--- src/rtl/regfile_pkg.sv ---
// Shared constants and types for the register-file reader.
// Optional feature macro: REGFILE_BYPASS_EN (write-through on same-cycle read).
package regfile_pkg;

    localparam int DATA_W   = 32;
    localparam int DEF_NREG = 32;
    localparam int DEF_AW   = 5;

    // Per-port read FSM: IDLE has no word on offer, HOLD presents a word until taken.
    typedef enum logic [0:0] {
        ST_IDLE = 1'b0,
        ST_HOLD = 1'b1
    } port_state_t;

endpackage

--- src/rtl/regfile_rd_port.sv ---
// One read port: two-state FSM, registered read data/valid, optional write bypass.
// Optional feature macro: REGFILE_BYPASS_EN (a read that collides with a same-cycle
// write to the same non-zero register returns the incoming write data).
//
// Handshake: o_rvalid=1 means o_q holds a word on offer. A request (i_rreq=1) is
// accepted at an edge when the port is IDLE, or HOLD with i_rready=1 (the offered
// word is consumed in that same edge). While HOLD and i_rready=0, o_q/o_rvalid are
// frozen and new requests wait; the word is a snapshot taken at acceptance.
module regfile_rd_port
    import regfile_pkg::*;
#(
    parameter int AW = DEF_AW
) (
    input  logic              i_clk,
    input  logic              i_clr,
    input  logic              i_rreq,
    input  logic [AW-1:0]     i_raddr,
    input  logic              i_rready,
    input  logic [DATA_W-1:0] i_rdata,
    input  logic              i_we,
    input  logic [AW-1:0]     i_wn,
    input  logic [DATA_W-1:0] i_d,
    output logic              o_rvalid,
    output logic [DATA_W-1:0] o_q,
    output port_state_t       o_state
);

    port_state_t       r_state;
    logic [DATA_W-1:0] r_q;
    logic              w_accept;
    logic [DATA_W-1:0] w_data;

    assign w_accept = i_rreq && ((r_state == ST_IDLE) || i_rready);

`ifdef REGFILE_BYPASS_EN
    // Write-through: a same-cycle write to the requested register wins over storage.
    always_comb begin
        w_data = i_rdata;
        if (i_we && (i_wn == i_raddr) && (i_wn != '0)) begin
            w_data = i_d;
        end
    end
`else
    // Without bypass the read sees storage as it was before this edge's write.
    logic w_unused_bypass;
    assign w_unused_bypass = ^{i_we, i_wn, i_d};
    assign w_data = i_rdata;
`endif

    // FSM and output register: capture on accept, drop to IDLE once the word is taken.
    always_ff @(posedge i_clk) begin
        if (i_clr) begin
            r_state <= ST_IDLE;
            r_q     <= '0;
        end else if (w_accept) begin
            r_state <= ST_HOLD;
            r_q     <= w_data;
        end else if ((r_state == ST_HOLD) && i_rready) begin
            r_state <= ST_IDLE;
        end
    end

    assign o_rvalid = (r_state == ST_HOLD);
    assign o_q      = r_q;
    assign o_state  = r_state;

endmodule

--- src/rtl/regfile_reader.sv ---
// Register file (NREG x 32, R0 hard-wired to zero) with two independent
// handshaked read ports. Storage and write logic live here; each read port is
// a regfile_rd_port instance.
// Optional feature macro: REGFILE_BYPASS_EN (same-cycle write-through on reads).
module regfile_reader
    import regfile_pkg::*;
#(
    parameter int NREG = DEF_NREG,
    parameter int AW   = DEF_AW
) (
    input  logic              Clk,
    input  logic              Clr,
    input  logic              We,
    input  logic [AW-1:0]     Wn,
    input  logic [DATA_W-1:0] D,
    input  logic              RreqA,
    input  logic [AW-1:0]     RaddrA,
    input  logic              RreadyA,
    input  logic              RreqB,
    input  logic [AW-1:0]     RaddrB,
    input  logic              RreadyB,
    output logic              RvalidA,
    output logic [DATA_W-1:0] QA,
    output logic              RvalidB,
    output logic [DATA_W-1:0] QB,
    output logic              o_dbg_state_a,
    output logic              o_dbg_state_b
);

    logic [DATA_W-1:0] r_regs [NREG];
    logic [DATA_W-1:0] w_rdata_a;
    logic [DATA_W-1:0] w_rdata_b;
    port_state_t       w_state_a;
    port_state_t       w_state_b;

    // Storage: clear on Clr, otherwise write any register except R0.
    always_ff @(posedge Clk) begin
        if (Clr) begin
            for (int i = 0; i < NREG; i++) begin
                r_regs[i] <= '0;
            end
        end else if (We && (Wn != '0)) begin
            r_regs[Wn] <= D;
        end
    end

    // R0 reads as zero regardless of storage contents.
    assign w_rdata_a = (RaddrA == '0) ? '0 : r_regs[RaddrA];
    assign w_rdata_b = (RaddrB == '0) ? '0 : r_regs[RaddrB];

    regfile_rd_port #(.AW(AW)) u_port_a (
        .i_clk    (Clk),
        .i_clr    (Clr),
        .i_rreq   (RreqA),
        .i_raddr  (RaddrA),
        .i_rready (RreadyA),
        .i_rdata  (w_rdata_a),
        .i_we     (We),
        .i_wn     (Wn),
        .i_d      (D),
        .o_rvalid (RvalidA),
        .o_q      (QA),
        .o_state  (w_state_a)
    );

    regfile_rd_port #(.AW(AW)) u_port_b (
        .i_clk    (Clk),
        .i_clr    (Clr),
        .i_rreq   (RreqB),
        .i_raddr  (RaddrB),
        .i_rready (RreadyB),
        .i_rdata  (w_rdata_b),
        .i_we     (We),
        .i_wn     (Wn),
        .i_d      (D),
        .o_rvalid (RvalidB),
        .o_q      (QB),
        .o_state  (w_state_b)
    );

    assign o_dbg_state_a = w_state_a;
    assign o_dbg_state_b = w_state_b;

endmodule

--- config.mk ---
export PLATFORM = sky130hd
export DESIGN_NAME = regfile_reader
export DESIGN_NICKNAME = d
export VERILOG_FILES = /design/src/rtl/regfile_pkg.sv /design/src/rtl/regfile_rd_port.sv /design/src/rtl/regfile_reader.sv
export SDC_FILE = /design/constraint.sdc
export NUM_CORES = 2
export LEC_CHECK = 0
export BUFFER_PORTS_ARGS = -buffer_cell sky130_fd_sc_hd__buf_2
export CORE_MARGIN = 2
export CORE_UTILIZATION = 28
export CTS_CLUSTER_DIAMETER = 80
export DETAILED_ROUTE_END_ITERATION = 12
export GPL_ROUTABILITY_DRIVEN = 0
export PLACE_DENSITY = 0.48
export SLEW_MARGIN = 20
export SYNTH_ARGS = -nofsm -noshare
export SYNTH_HDL_FRONTEND = slang
export SYNTH_SLANG_ARGS = --single-unit
--- constraint.sdc ---
create_clock -name Clk -period 5.66 [get_ports Clk]
set_clock_uncertainty 0.15 [all_clocks]
set_input_delay 0.283 -clock Clk [delete_from_list [all_inputs] [get_ports Clk]]
set_output_delay 0.283 -clock Clk [all_outputs]
set_load 0.05 [all_outputs]
==> results.sh <==
export IMPL_start_util=0.281
export IMPL_hold_path_class="in -> reg"
export IMPL_tns_ns=0
export IMPL_drt_iter0_drc=3633
export IMPL_placed_cell_area_mm2=0.0601
export IMPL_rr_endpoint="u_port_a.o_q[12]"
export IMPL_route_detailed_drc=0
export IMPL_cts_resized=0
export IMPL_min_to="r_regs[3][15]"
export IMPL_netlist_instances=3734
export IMPL_cts_buffer_depth=3
export IMPL_ioPinCount=122
export IMPL_stdcell_area_mm2=0.0643
export IMPL_crit_family="simple AND/OR/NAND/NOR gates"
export IMPL_fin_crit_sh=0.634
export IMPL_viasPerCell=5.20
export IMPL_layout_nets=3773
export IMPL_routed_via_count=33800
export IMPL_area_growth_pct=13.4
export IMPL_antenna_left=0
export IMPL_portBuffers=121
export IMPL_fmax_mhz=279
export IMPL_grt_max_degree=121
export IMPL_dp_slack_ns=1.86
export IMPL_outcome="completed"
export IMPL_max_cap_violations=0
export IMPL_setup_violations=0
export IMPL_finalWirelength_mm=202
export IMPL_fin_ws_ns=2.07
export IMPL_critPathLaunchType="primary input"
export IMPL_wl_per_cell_um=31.1
export IMPL_slew_headroom=0.212
export IMPL_grt_pass1_wl_mm=283
export IMPL_path_max_fanout=34
export IMPL_htree_num_levels=3
export IMPL_reg2reg_slack_ns=3.12
export IMPL_cp_common_cell="buf_4"
export IMPL_die_w_um=454
export IMPL_antenna_found_initial=22
export IMPL_syn_area_per_cell_um2=15.2
export IMPL_first_pass_iters=7
export IMPL_tightest_slew_ns=1.18
export IMPL_fin_crit_ns=3.59
export IMPL_hp_start="D[15]"
export IMPL_hold_viol=0
export IMPL_clkSinkCount=1090
export IMPL_die_y_um=454
export IMPL_cp_required_ns=5.92
export IMPL_powerDensity_mw_per_mm2=313
export IMPL_synth_seq_cells=1090
export IMPL_row_count=165
export IMPL_die_area_mm2=0.206
export IMPL_slew_violations=0
export IMPL_gr_usage_all_layers=0.194
export IMPL_yosys_warnings=0
export IMPL_path_cells="dlygate4sd3_1 -> buf_4 -> nor3b_1 -> nand2_1 -> nor2_4 -> buf_4 -> or2_2 -> buf_4"
export IMPL_r2r_cells=4
export IMPL_crit_path_end_kind="flop"
export IMPL_post_dp_hpwl_mm=125
export IMPL_path_class="in -> reg"
export IMPL_crit_arrival_ns=3.85
export IMPL_grt_overflow_total=0
export IMPL_rsz0062_at_grt="no"
export IMPL_peakVddDrop_v=0.000279
export IMPL_r2r_start="r_regs[12][12]"
export IMPL_cts_tree="yes"
export IMPL_grt_pass1_vias=34000
export IMPL_synth_seq_area_share=0.566
export IMPL_synth_distinct_cells=39
export IMPL_worstHoldPathCells=2
export IMPL_critical_path_slowest_cell="or2_2"
export IMPL_path_buf_inv=4
export IMPL_core_area_mm2=0.202
export IMPL_clock_latency_ns=0.76
export IMPL_synth_area_mm2=0.0567
export IMPL_p_leak_nw=21.8
export IMPL_cts_root_buf="clkbuf_16"
export IMPL_cts_made_buffers=118
export IMPL_drive_gt1_frac=0.281
export IMPL_cts_clk_slew_worst_paths_ns=0.07
export IMPL_cpPeakStageDelay_ns=0.64
metal layers:
| layer | global-route usage | share of wire | wire [um] |
|---|---|---|---|
| met4 | 0.0469 | 0.021 | 4270 |
| met5 | 0 | 0 | 0 |
| met3 | 0.0232 | 0.054 | 11000 |
| met2 | 0.327 | 0.50 | 100000 |
| met1 | 0.266 | 0.43 | 86900 |
state kept, by name, summed over array words and instances (netlist names):
name	flops
u_port_a.o_q	32
u_port_a.o_rvalid	1
u_port_b.o_q	32
r_regs	1024
u_port_b.o_rvalid	1
power breakdown:
part	switching (mW)	total (mW)	leakage, nW	internal, mW
logic	1.35	2.24	9.55	0.891
registers	0.325	9.61	10.3	9.28
clock network	3.47	8.26	1.97	4.79
total	5.15	20.1	21.8	15.0
cell usage after synthesis:
| cell type | count | area (um2) |
|---|---|---|
| nand4b_1 | 1 | 8.76 |
| conb_1 | 1 | 3.75 |
| nand4bb_1 | 1 | 11.3 |
| nor3b_1 | 1 | 7.51 |
| mux4_1 | 3 | 78.8 |
| or3b_2 | 2 | 17.5 |
| edfxtp_1 | 1024 | 30700 |
| o2111ai_1 | 64 | 561 |
| a2bb2oi_1 | 11 | 96.3 |
| and4b_1 | 2 | 20.0 |
| nand2_1 | 132 | 495 |
| or3_1 | 1 | 6.26 |
| or2_2 | 32 | 200 |
| nand3_1 | 3 | 15.0 |
| a21oi_1 | 29 | 145 |
| buf_2 | 56 | 280 |
| buf_1 | 9 | 33.8 |
| buf_6 | 26 | 293 |
| nor3_1 | 1 | 5.00 |
| mux2i_1 | 178 | 1780 |
| o221ai_1 | 39 | 342 |
| nand2b_1 | 5 | 31.3 |
| a221o_1 | 25 | 250 |
| a22oi_1 | 14 | 105 |
| clkbuf_1 | 275 | 1030 |
| buf_4 | 28 | 210 |
| o21ai_0 | 39 | 195 |
| or4_1 | 2 | 15.0 |
| o2bb2ai_1 | 39 | 342 |
| nor2_1 | 35 | 131 |
| mux2_2 | 142 | 1600 |
| or2_1 | 1 | 6.26 |
| inv_1 | 2 | 7.51 |
| and3_1 | 2 | 12.5 |
| nor2b_1 | 3 | 18.8 |
| mux4_2 | 445 | 10000 |
| dfxtp_1 | 66 | 1320 |
| and2_1 | 992 | 6210 |
| nand3b_1 | 3 | 22.5 |
stage by stage:
| step | hold slack (ns) | util | cells | power [mW] |
|---|---|---|---|---|
| 2_1_floorplan | 0.262 | - | 3765 | 11.1 |
| 3_3_place_gp | 0.323 | 0.298 | 6265 | 12.0 |
| 3_5_place_dp | 0.340 | 0.298 | 6266 | 12.0 |
| 4_1_cts | 0.0132 | 0.318 | 6494 | 20.2 |
| 5_1_grt | 0.0717 | 0.319 | 6497 | 20.7 |
| 6_report | 0.0738 | 0.319 | 6500 | 20.1 |
layout make-up:
cell class                 instances  area (um2)
fill                           19500      137000
sequential                      1090       32100
multi-input combinational       2279       23200
tap                             2672        3340
clock buffer                     146        3170
timing repair buffer             228        1600
clock inverter                    77         882
antenna                            6        15.0
inverter                           2        7.51
kinds of logic after synthesis:
group           Yosys count  share of synthesized area
flops                  1090                      0.566
buf+inv                 396                     0.0328
simple gates           1219                      0.128
mux                     768                      0.238
other cells               1                  0.0000662
compound gates          260                     0.0359
layout by cell type, fill, tap and decap left out, types with 9 or more instances in the layout:
cell type and count:
clkinvlp_4 12, clkinv_1 14, o221ai_1 39, mux2i_1 178
mux2_2 142, conb_1 32, buf_4 96, a21oi_1 27
o2111ai_1 64, or2_2 26, clkbuf_16 121, edfxtp_1 1024
o2bb2ai_1 39, o21ai_0 39, mux4_2 445, a221o_1 25
buf_12 9, clkbuf_1 20, a22oi_1 14, a2bb2oi_1 11
dfxtp_1 66, clkinv_2 27, nor2_4 31, and2_1 992
nand2_1 132, buf_2 112, bufinv_16 18
worst max-delay path by stage:
stage	start	end	slack, ns	depth (start not counted)
after floorplan	Clr	r_regs[11][0]	3.60	4
after global placement	Clr	r_regs[2][19]	1.83	7
after detailed placement	Clr	r_regs[2][19]	1.86	7
after CTS	Clr	r_regs[2][20]	2.09	8
after global routing	Clr	r_regs[2][30]	1.96	8
final	Clr	r_regs[2][20]	2.07	8
worst reg2reg max path: stages, from the launching register on:
cell	delay, ns
edfxtp_1	0.43
mux4_2	0.48
mux2_2	0.29
o221ai_1	0.77
o2111ai_1	0.24
what timing repair did:
item | 4_1_cts | 5_1_grt
setup buffers | 0 | 0
hold buffers | 5 | 0
endpoints found under the hold margin | 15 | 0
Note: power is estimated with default switching activity, not from simulation.
